### src/rtl/mem_arbiter.sv
// Two-requester memory arbiter with round-robin fairness, locked
// read-modify-write sequences and single-cycle read response routing.
// Grants are combinational from the request inputs and registered
// arbiter state; the RAM returns read data one cycle after ram_read.
module mem_arbiter #(
    parameter int AddrWidth = 32,
    parameter int DataWidth = 32
) (
    input  logic                 clk,
    input  logic                 reset,
    input  logic                 m0_req,
    input  logic                 m0_write,
    input  logic                 m0_lock,
    input  logic [AddrWidth-1:0] m0_addr,
    input  logic [DataWidth-1:0] m0_wdata,
    output logic                 m0_gnt,
    output logic                 m0_rvalid,
    output logic [DataWidth-1:0] m0_rdata,
    input  logic                 m1_req,
    input  logic                 m1_write,
    input  logic                 m1_lock,
    input  logic [AddrWidth-1:0] m1_addr,
    input  logic [DataWidth-1:0] m1_wdata,
    output logic                 m1_gnt,
    output logic                 m1_rvalid,
    output logic [DataWidth-1:0] m1_rdata,
    output logic                 ram_read,
    output logic                 ram_write,
    output logic [AddrWidth-1:0] ram_addr,
    output logic [DataWidth-1:0] ram_wdata,
    input  logic [DataWidth-1:0] ram_rdata
);

    // Arbiter state: last granted id, lock owner, outstanding read response.
    logic last_id_q, last_id_d;
    logic locked_q, locked_d;
    logic lock_id_q, lock_id_d;
    logic resp_pending_q, resp_pending_d;
    logic resp_id_q, resp_id_d;

    logic gnt0_s, gnt1_s, gnt_any_s;
    logic gnt_write_s, gnt_lock_s, lock_req_s;

    // Grant selection: lock owner has exclusive access, otherwise round-robin.
    always_comb begin
        gnt0_s = 1'b0;
        gnt1_s = 1'b0;
        if (reset) begin
            gnt0_s = 1'b0;
            gnt1_s = 1'b0;
        end else if (locked_q) begin
            if (lock_id_q == 1'b0) begin
                gnt0_s = m0_req;
            end else begin
                gnt1_s = m1_req;
            end
        end else if (m0_req && m1_req) begin
            // Contended: favour the requester that was not granted last.
            if (last_id_q == 1'b1) begin
                gnt0_s = 1'b1;
            end else begin
                gnt1_s = 1'b1;
            end
        end else begin
            gnt0_s = m0_req;
            gnt1_s = m1_req;
        end
    end

    // Mux the granted requester onto the RAM port; zeros when idle.
    always_comb begin
        gnt_any_s   = gnt0_s | gnt1_s;
        gnt_write_s = 1'b0;
        gnt_lock_s  = 1'b0;
        ram_addr    = '0;
        ram_wdata   = '0;
        if (gnt0_s) begin
            gnt_write_s = m0_write;
            gnt_lock_s  = m0_lock;
            ram_addr    = m0_addr;
            ram_wdata   = m0_wdata;
        end else if (gnt1_s) begin
            gnt_write_s = m1_write;
            gnt_lock_s  = m1_lock;
            ram_addr    = m1_addr;
            ram_wdata   = m1_wdata;
        end else begin
            gnt_write_s = 1'b0;
            gnt_lock_s  = 1'b0;
        end
        ram_read  = gnt_any_s & ~gnt_write_s;
        ram_write = gnt_any_s & gnt_write_s;
        m0_gnt    = gnt0_s;
        m1_gnt    = gnt1_s;
    end

    // Next-state for round-robin pointer, lock tracking and read response.
    always_comb begin
        last_id_d      = last_id_q;
        locked_d       = locked_q;
        lock_id_d      = lock_id_q;
        resp_pending_d = gnt_any_s & ~gnt_write_s;
        resp_id_d      = resp_id_q;
        lock_req_s     = (lock_id_q == 1'b1) ? m1_req : m0_req;
        if (gnt_any_s) begin
            last_id_d = gnt1_s;
            resp_id_d = gnt1_s;
        end else begin
            last_id_d = last_id_q;
            resp_id_d = resp_id_q;
        end
        if (locked_q) begin
            // Owner dropping req, or an unlocked grant to the owner, ends the lock.
            if (!lock_req_s) begin
                locked_d = 1'b0;
            end else if (gnt_any_s && !gnt_lock_s) begin
                locked_d = 1'b0;
            end else begin
                locked_d = 1'b1;
            end
        end else if (gnt_any_s && gnt_lock_s) begin
            locked_d  = 1'b1;
            lock_id_d = gnt1_s;
        end else begin
            locked_d = 1'b0;
        end
    end

    // State registers; reset points round-robin at m1 so m0 wins first.
    always_ff @(posedge clk) begin
        if (reset) begin
            last_id_q      <= 1'b1;
            locked_q       <= 1'b0;
            lock_id_q      <= 1'b0;
            resp_pending_q <= 1'b0;
            resp_id_q      <= 1'b0;
        end else begin
            last_id_q      <= last_id_d;
            locked_q       <= locked_d;
            lock_id_q      <= lock_id_d;
            resp_pending_q <= resp_pending_d;
            resp_id_q      <= resp_id_d;
        end
    end

    // Route RAM read data to the requester that issued the read.
    always_comb begin
        m0_rvalid = ~reset & resp_pending_q & (resp_id_q == 1'b0);
        m1_rvalid = ~reset & resp_pending_q & (resp_id_q == 1'b1);
        if (m0_rvalid) begin
            m0_rdata = ram_rdata;
        end else begin
            m0_rdata = '0;
        end
        if (m1_rvalid) begin
            m1_rdata = ram_rdata;
        end else begin
            m1_rdata = '0;
        end
    end

endmodule

### config.mk
export PLATFORM = sky130hd
export DESIGN_NAME = mem_arbiter
export DESIGN_NICKNAME = d
export VERILOG_FILES = /design/src/rtl/mem_arbiter.sv
export SDC_FILE = /design/constraint.sdc
export NUM_CORES = 1
export LEC_CHECK = 0
export BUFFER_PORTS_ARGS = -buffer_cell sky130_fd_sc_hd__buf_2
export CAP_MARGIN = 20
export CORE_AREA = 2 2 117 119
export DETAILED_ROUTE_END_ITERATION = 16
export DIE_AREA = 0 0 119 121
export PLACE_DENSITY = 0.39
export SYNTH_ARGS = -nofsm -noshare
export SYNTH_HDL_FRONTEND = slang
export SYNTH_SLANG_ARGS = --single-unit
### constraint.sdc
create_clock -name clk -period 3.3 [get_ports clk]
set_input_delay 0.66 -clock clk [delete_from_list [all_inputs] [get_ports clk]]
set_output_delay 0.66 -clock clk [all_outputs]
set_load 0.02 [all_outputs]
Word-level counts from Yosys, hierarchy flattened
Index checks and enable logic that the tools add are counted.
{ "word_totals": {"ff_bits": 5, "latch_bits": 0, "mem_bits_rw": 0, "mem_bits_ro": 0, "in_bits": 168, "output_inout_bits": 134, "elab_cells": 45, "memories": 0} }
{ "classes": {"add_sub_neg": 0, "multipliers": 0, "div_mod_pow": 0, "order_cmp": 0, "eq_ne": 0, "shift": 0, "muxes": 25, "bitwise_logic": 10, "reduce_logical": 5} }
{ "op_table": {"columns": ["op", "n"], "rows": [
  ["$mux 32", 6],
  ["$mux 1", 19],
  ["$and 1x1->1", 5],
  ["$not 1->1", 4],
  ["$logic_and 1x1->1", 3],
  ["$reduce_and 2->1", 1],
  ["$logic_not 1->1", 1],
  ["$or 1x1->1", 1]
]} }

Depth between registers and ports, before layout
{ "logic_depth": {"word_depth": 11, "mapped_depth": 6, "depth_no_buf": 4} }

Least setup slack after synthesis
OpenSTA, ideal clock, no wires.
{ "synth_timing": {"path_kind": "input to output", "start": "input m0_req", "end": "output ram_read", "arrival_ps": 1822, "setup_slack_ps": 818, "cell_stages": 6, "n_path_buf": 2, "path_cell_list": "nand2_1 -> o2111a_1 -> buf_2 -> buf_6 -> a22o_1 -> nor2_1"} }
{ "synth_between": {"elab_chain_len": 8, "elab_cells_between_ends": 13} }
{ "synth_rtl": {"columns": ["item", "line", "source"], "rows": [
  ["start, declared", "11", "input logic m0_req,"],
  ["$logic_and 1x1->1", "57", "end else if (m0_req && m1_req) begin"],
  ["$mux 1", "57", null],
  ["$mux 1", "51", "end else if (locked_q) begin"],
  ["$mux 1", "48", "if (reset) begin"],
  ["$mux 1", "82", "end else if (gnt1_s) begin"],
  ["$mux 1", "77", "if (gnt0_s) begin"],
  ["$not 1->1", "91", "ram_read = gnt_any_s & ~gnt_write_s;"],
  ["$and 1x1->1 (*)", "91", null],
  ["end, declared", "27", "output logic ram_read,"]
]} }
Mark *: on every way between the ends. The rest lies on a longest branch, timed or not.

Final worst setup path
{ "layout_timing": {"start": "input m0_req", "end": "output ram_wdata[20]"} }
{ "layout_between": {"elab_chain_len": 6, "elab_cells_between_ends": 10} }
{ "layout_rtl": {"columns": ["item", "line", "source"], "rows": [
  ["$logic_and 1x1->1", "57", null],
  ["$mux 1", "57", null],
  ["$mux 1", "51", null],
  ["$mux 1", "48", null],
  ["$mux 32", "82", null],
  ["$mux 32 (*)", "77", null],
  ["end, declared", "30", "output logic [DataWidth-1:0] ram_wdata,"]
]} }
Marked as above.

==> results_dict.tcl <==
set metrics [dict create \
    pwr-share-clk_pct 27.7 \
    grt_use_total_pct 9.93 \
    yosysSeqAreaShare_pct 7.31 \
    slew_headroom_pct 60.6 \
    vdd.ir_drop.worst_v 0.0000869 \
    synth_top_area_share_pct 42.2 \
    numPortBuffers 301 \
    timing.fmax_ghz 0.362 \
    fin_nets 641 \
    maxSlewViolCount 0 \
    die_y_um 121 \
    hold_path_class "register to register" \
    ant_nets 0 \
    synthXorXnorAreaFrac_pct 0 \
    power.share.sequential_pct 9.8 \
    setup_viol 0 \
    cts_tree "done" \
    grtUsageMet1_pct 11.2 \
    dieArea_um2 14400 \
    cts_root_buf "clkbuf_16" \
    cts_setup_buffers 0 \
    netlist_instances 180 \
    synth-simple-area-share_pct 35.8 \
    crit_required_ps 2640 \
    syn2layout_area_growth_pct 130 \
    criticalPathCategory "primary input to primary output" \
    path_max_fanout 21 \
    p_sw_share_pct 40.6 \
    htreeDepth 1 \
    critPathArrivalTime_ps 2100 \
    synth.area.top_cells "a22o_1 42%, and2_1 29%, dfxtp_1 7.3%" \
    grt_overflow 0 \
    use_met2_pct 19.7 \
    synth-compound-area-share_pct 46.6 \
    yosysUniqueCellTypes 23 \
    p_leak_nw 2.00 \
    switchingPower_uw 294 \
    hold_viol 0 \
    start_util_pct 10.5 \
    final_core_util_pct 24.1 \
    cts_resized 0 \
    grt_max_degree 70 \
    fill_cells 1432 \
    fin_crit_sh_pct 83.7 \
    cts_buffer_depth 2 \
    vias 2570 \
    grt.met3_usage_pct 1.69 \
    worst_pin_slew_ps 590 \
    drtIter0Drc 56 \
    core_um2 13100 \
    setup_tns_ps 0 \
    synthArstFlopShare_pct 0 \
    place_hpwl_mm 7.01 \
    clkLatencyLatePin_ps 230 \
    max-cap-violations 0 \
    synthAdderAreaFrac_pct 0 \
    ys.flop_type "dfxtp_1" \
    grt_pass1_vias 2426 \
    routed_via_density 3.97 \
    syn_avg_cell_area_um2 7.60 \
    clkSlewWorstSetupHoldPaths_ps 30 \
    synth_fp_nets 348 \
    cts_sinks 5 \
    p_per_area_nw_per_um2 230 \
    period_minus_slack_ps 2760 \
    holdBufCountCts 0 \
    grt.busiest_layer "met2" \
    grt_antenna_before_repair 0 \
    place.gp.congestion 0.700 \
    synthMuxAreaShare_pct 0 \
    syn_area_um2 1370 \
    status "complete, no violations" \
    n_antenna_cell 0 \
    yosysTopAreaCell "a22o_1" \
    yosys_warnings 0 \
    drc 0 \
    rows 42 \
    grt_setup_unrepaired "false" \
    grt_pass1_wl_mm 11.6 \
    drt-total-wl_mm 8.24 \
    drt-wirelength-per-cell_um 12.7 \
    layout-drive-gt1-share_pct 66.7 \
    synth_top_family_by_area "compound AO/OA/AOI/OAI gates" \
    num_io_pins 302 \
    combPwrFrac_pct 62.5 \
    dr.pass1.iters 4 \
    cp-end-kind "primary output" \
    synth-seq-cells 5 \
    cts_made_buffers 3 \
    dieWidth_um 119 \
    p_int_uw 430 \
    critPathLaunchType "primary input" \
    synth-edff-count 0 \
    skew_ps 0.333 \
]
## registers in the layout, indices dropped and copies added (netlist names)
name            cells
resp_id_q           1
last_id_q           1
resp_pending_q      1
lock_id_q           1
locked_q            1
## through the flow
stage	area (um2)	worst slack (ps)	hold slack [ps]	total power, mW	std cells
global route	3150	407	521	0.767	648
floorplan	1370	818	441	0.318	180
finish	3150	539	483	0.725	648
CTS	3150	472	478	0.734	648
detailed placement	3080	482	473	0.529	644
global placement	3080	514	479	0.527	644
## per-layer routing
layer	vias to the layer above	routed length (um)
met5	-	0
met4	0	8
met3	2	664
met2	155	4420
met1	1156	3150
li1	1257	-
## path summary, 6_finish.rpt
path                            startpoint             to  slack [ps]  cells past startpoint
worst max-delay path                m0_req  ram_wdata[20]         540                      6
worst max register to register    locked_q      lock_id_q        1660                      5
worst min register to register   resp_id_q      resp_id_q         480                      2
worst min-delay path             resp_id_q      resp_id_q         480                      2
## layout by cell type (no fill, tap or decap)
master and instances:
clkbuf_1 1, nor3b_2 1, inv_1 1, a21bo_1 1
a21boi_0 1, o311a_1 1, nand3_1 1, o211ai_1 1
nor3b_1 1, nand3b_1 1, clkbuf_16 3, buf_12 4
a22o_1 66, and2_1 64, nand2_1 4, a31oi_1 1
o21bai_1 1, and3_1 1, buf_2 301, dfxtp_1 5
nor3_4 1, nand2b_1 1, buf_4 4, o2111a_2 1
nor2_1 5
## synthesized netlist by cell type, drive strengths merged (2+ instances only)
| cell type | number |
|---|---|
| dfxtp | 5 |
| buf | 15 |
| a22o | 66 |
| and2 | 64 |
| clkbuf | 6 |
| nand2 | 4 |
| nor2 | 5 |
| nor3b | 2 |
## cell families after synthesis
group / count (synthesis)
compound gates: 73
flops: 5
buf+inv: 22
simple gates: 80
## power groups by stage
stage	clock, mW	combinational (mW)	sequential, mW
after floorplan	0	0.248	0.0706
after global routing	0.206	0.488	0.0725
after CTS	0.204	0.459	0.0712
final	0.200	0.453	0.0713
after global placement	0	0.455	0.0720
after detailed placement	0	0.457	0.0720
## critical path, cell delays in order
cell and delay (ps):
buf_2 100, a21bo_1 240, nor3_4 510, buf_12 230, a22o_1 170, buf_2 170
## area by class of cell
type                            count  area (um2)  share of cell area, %
Timing Repair Buffer              309        1620                   51.2
Tap cell                          176         220                   6.98
Inverter                            1        3.75                  0.119
Sequential cell                     5         100                   3.17
Multi-Input combinational cell    153        1130                   36.0
Clock buffer                        4        78.8                   2.50
Power figures use the tool's default switching activity.
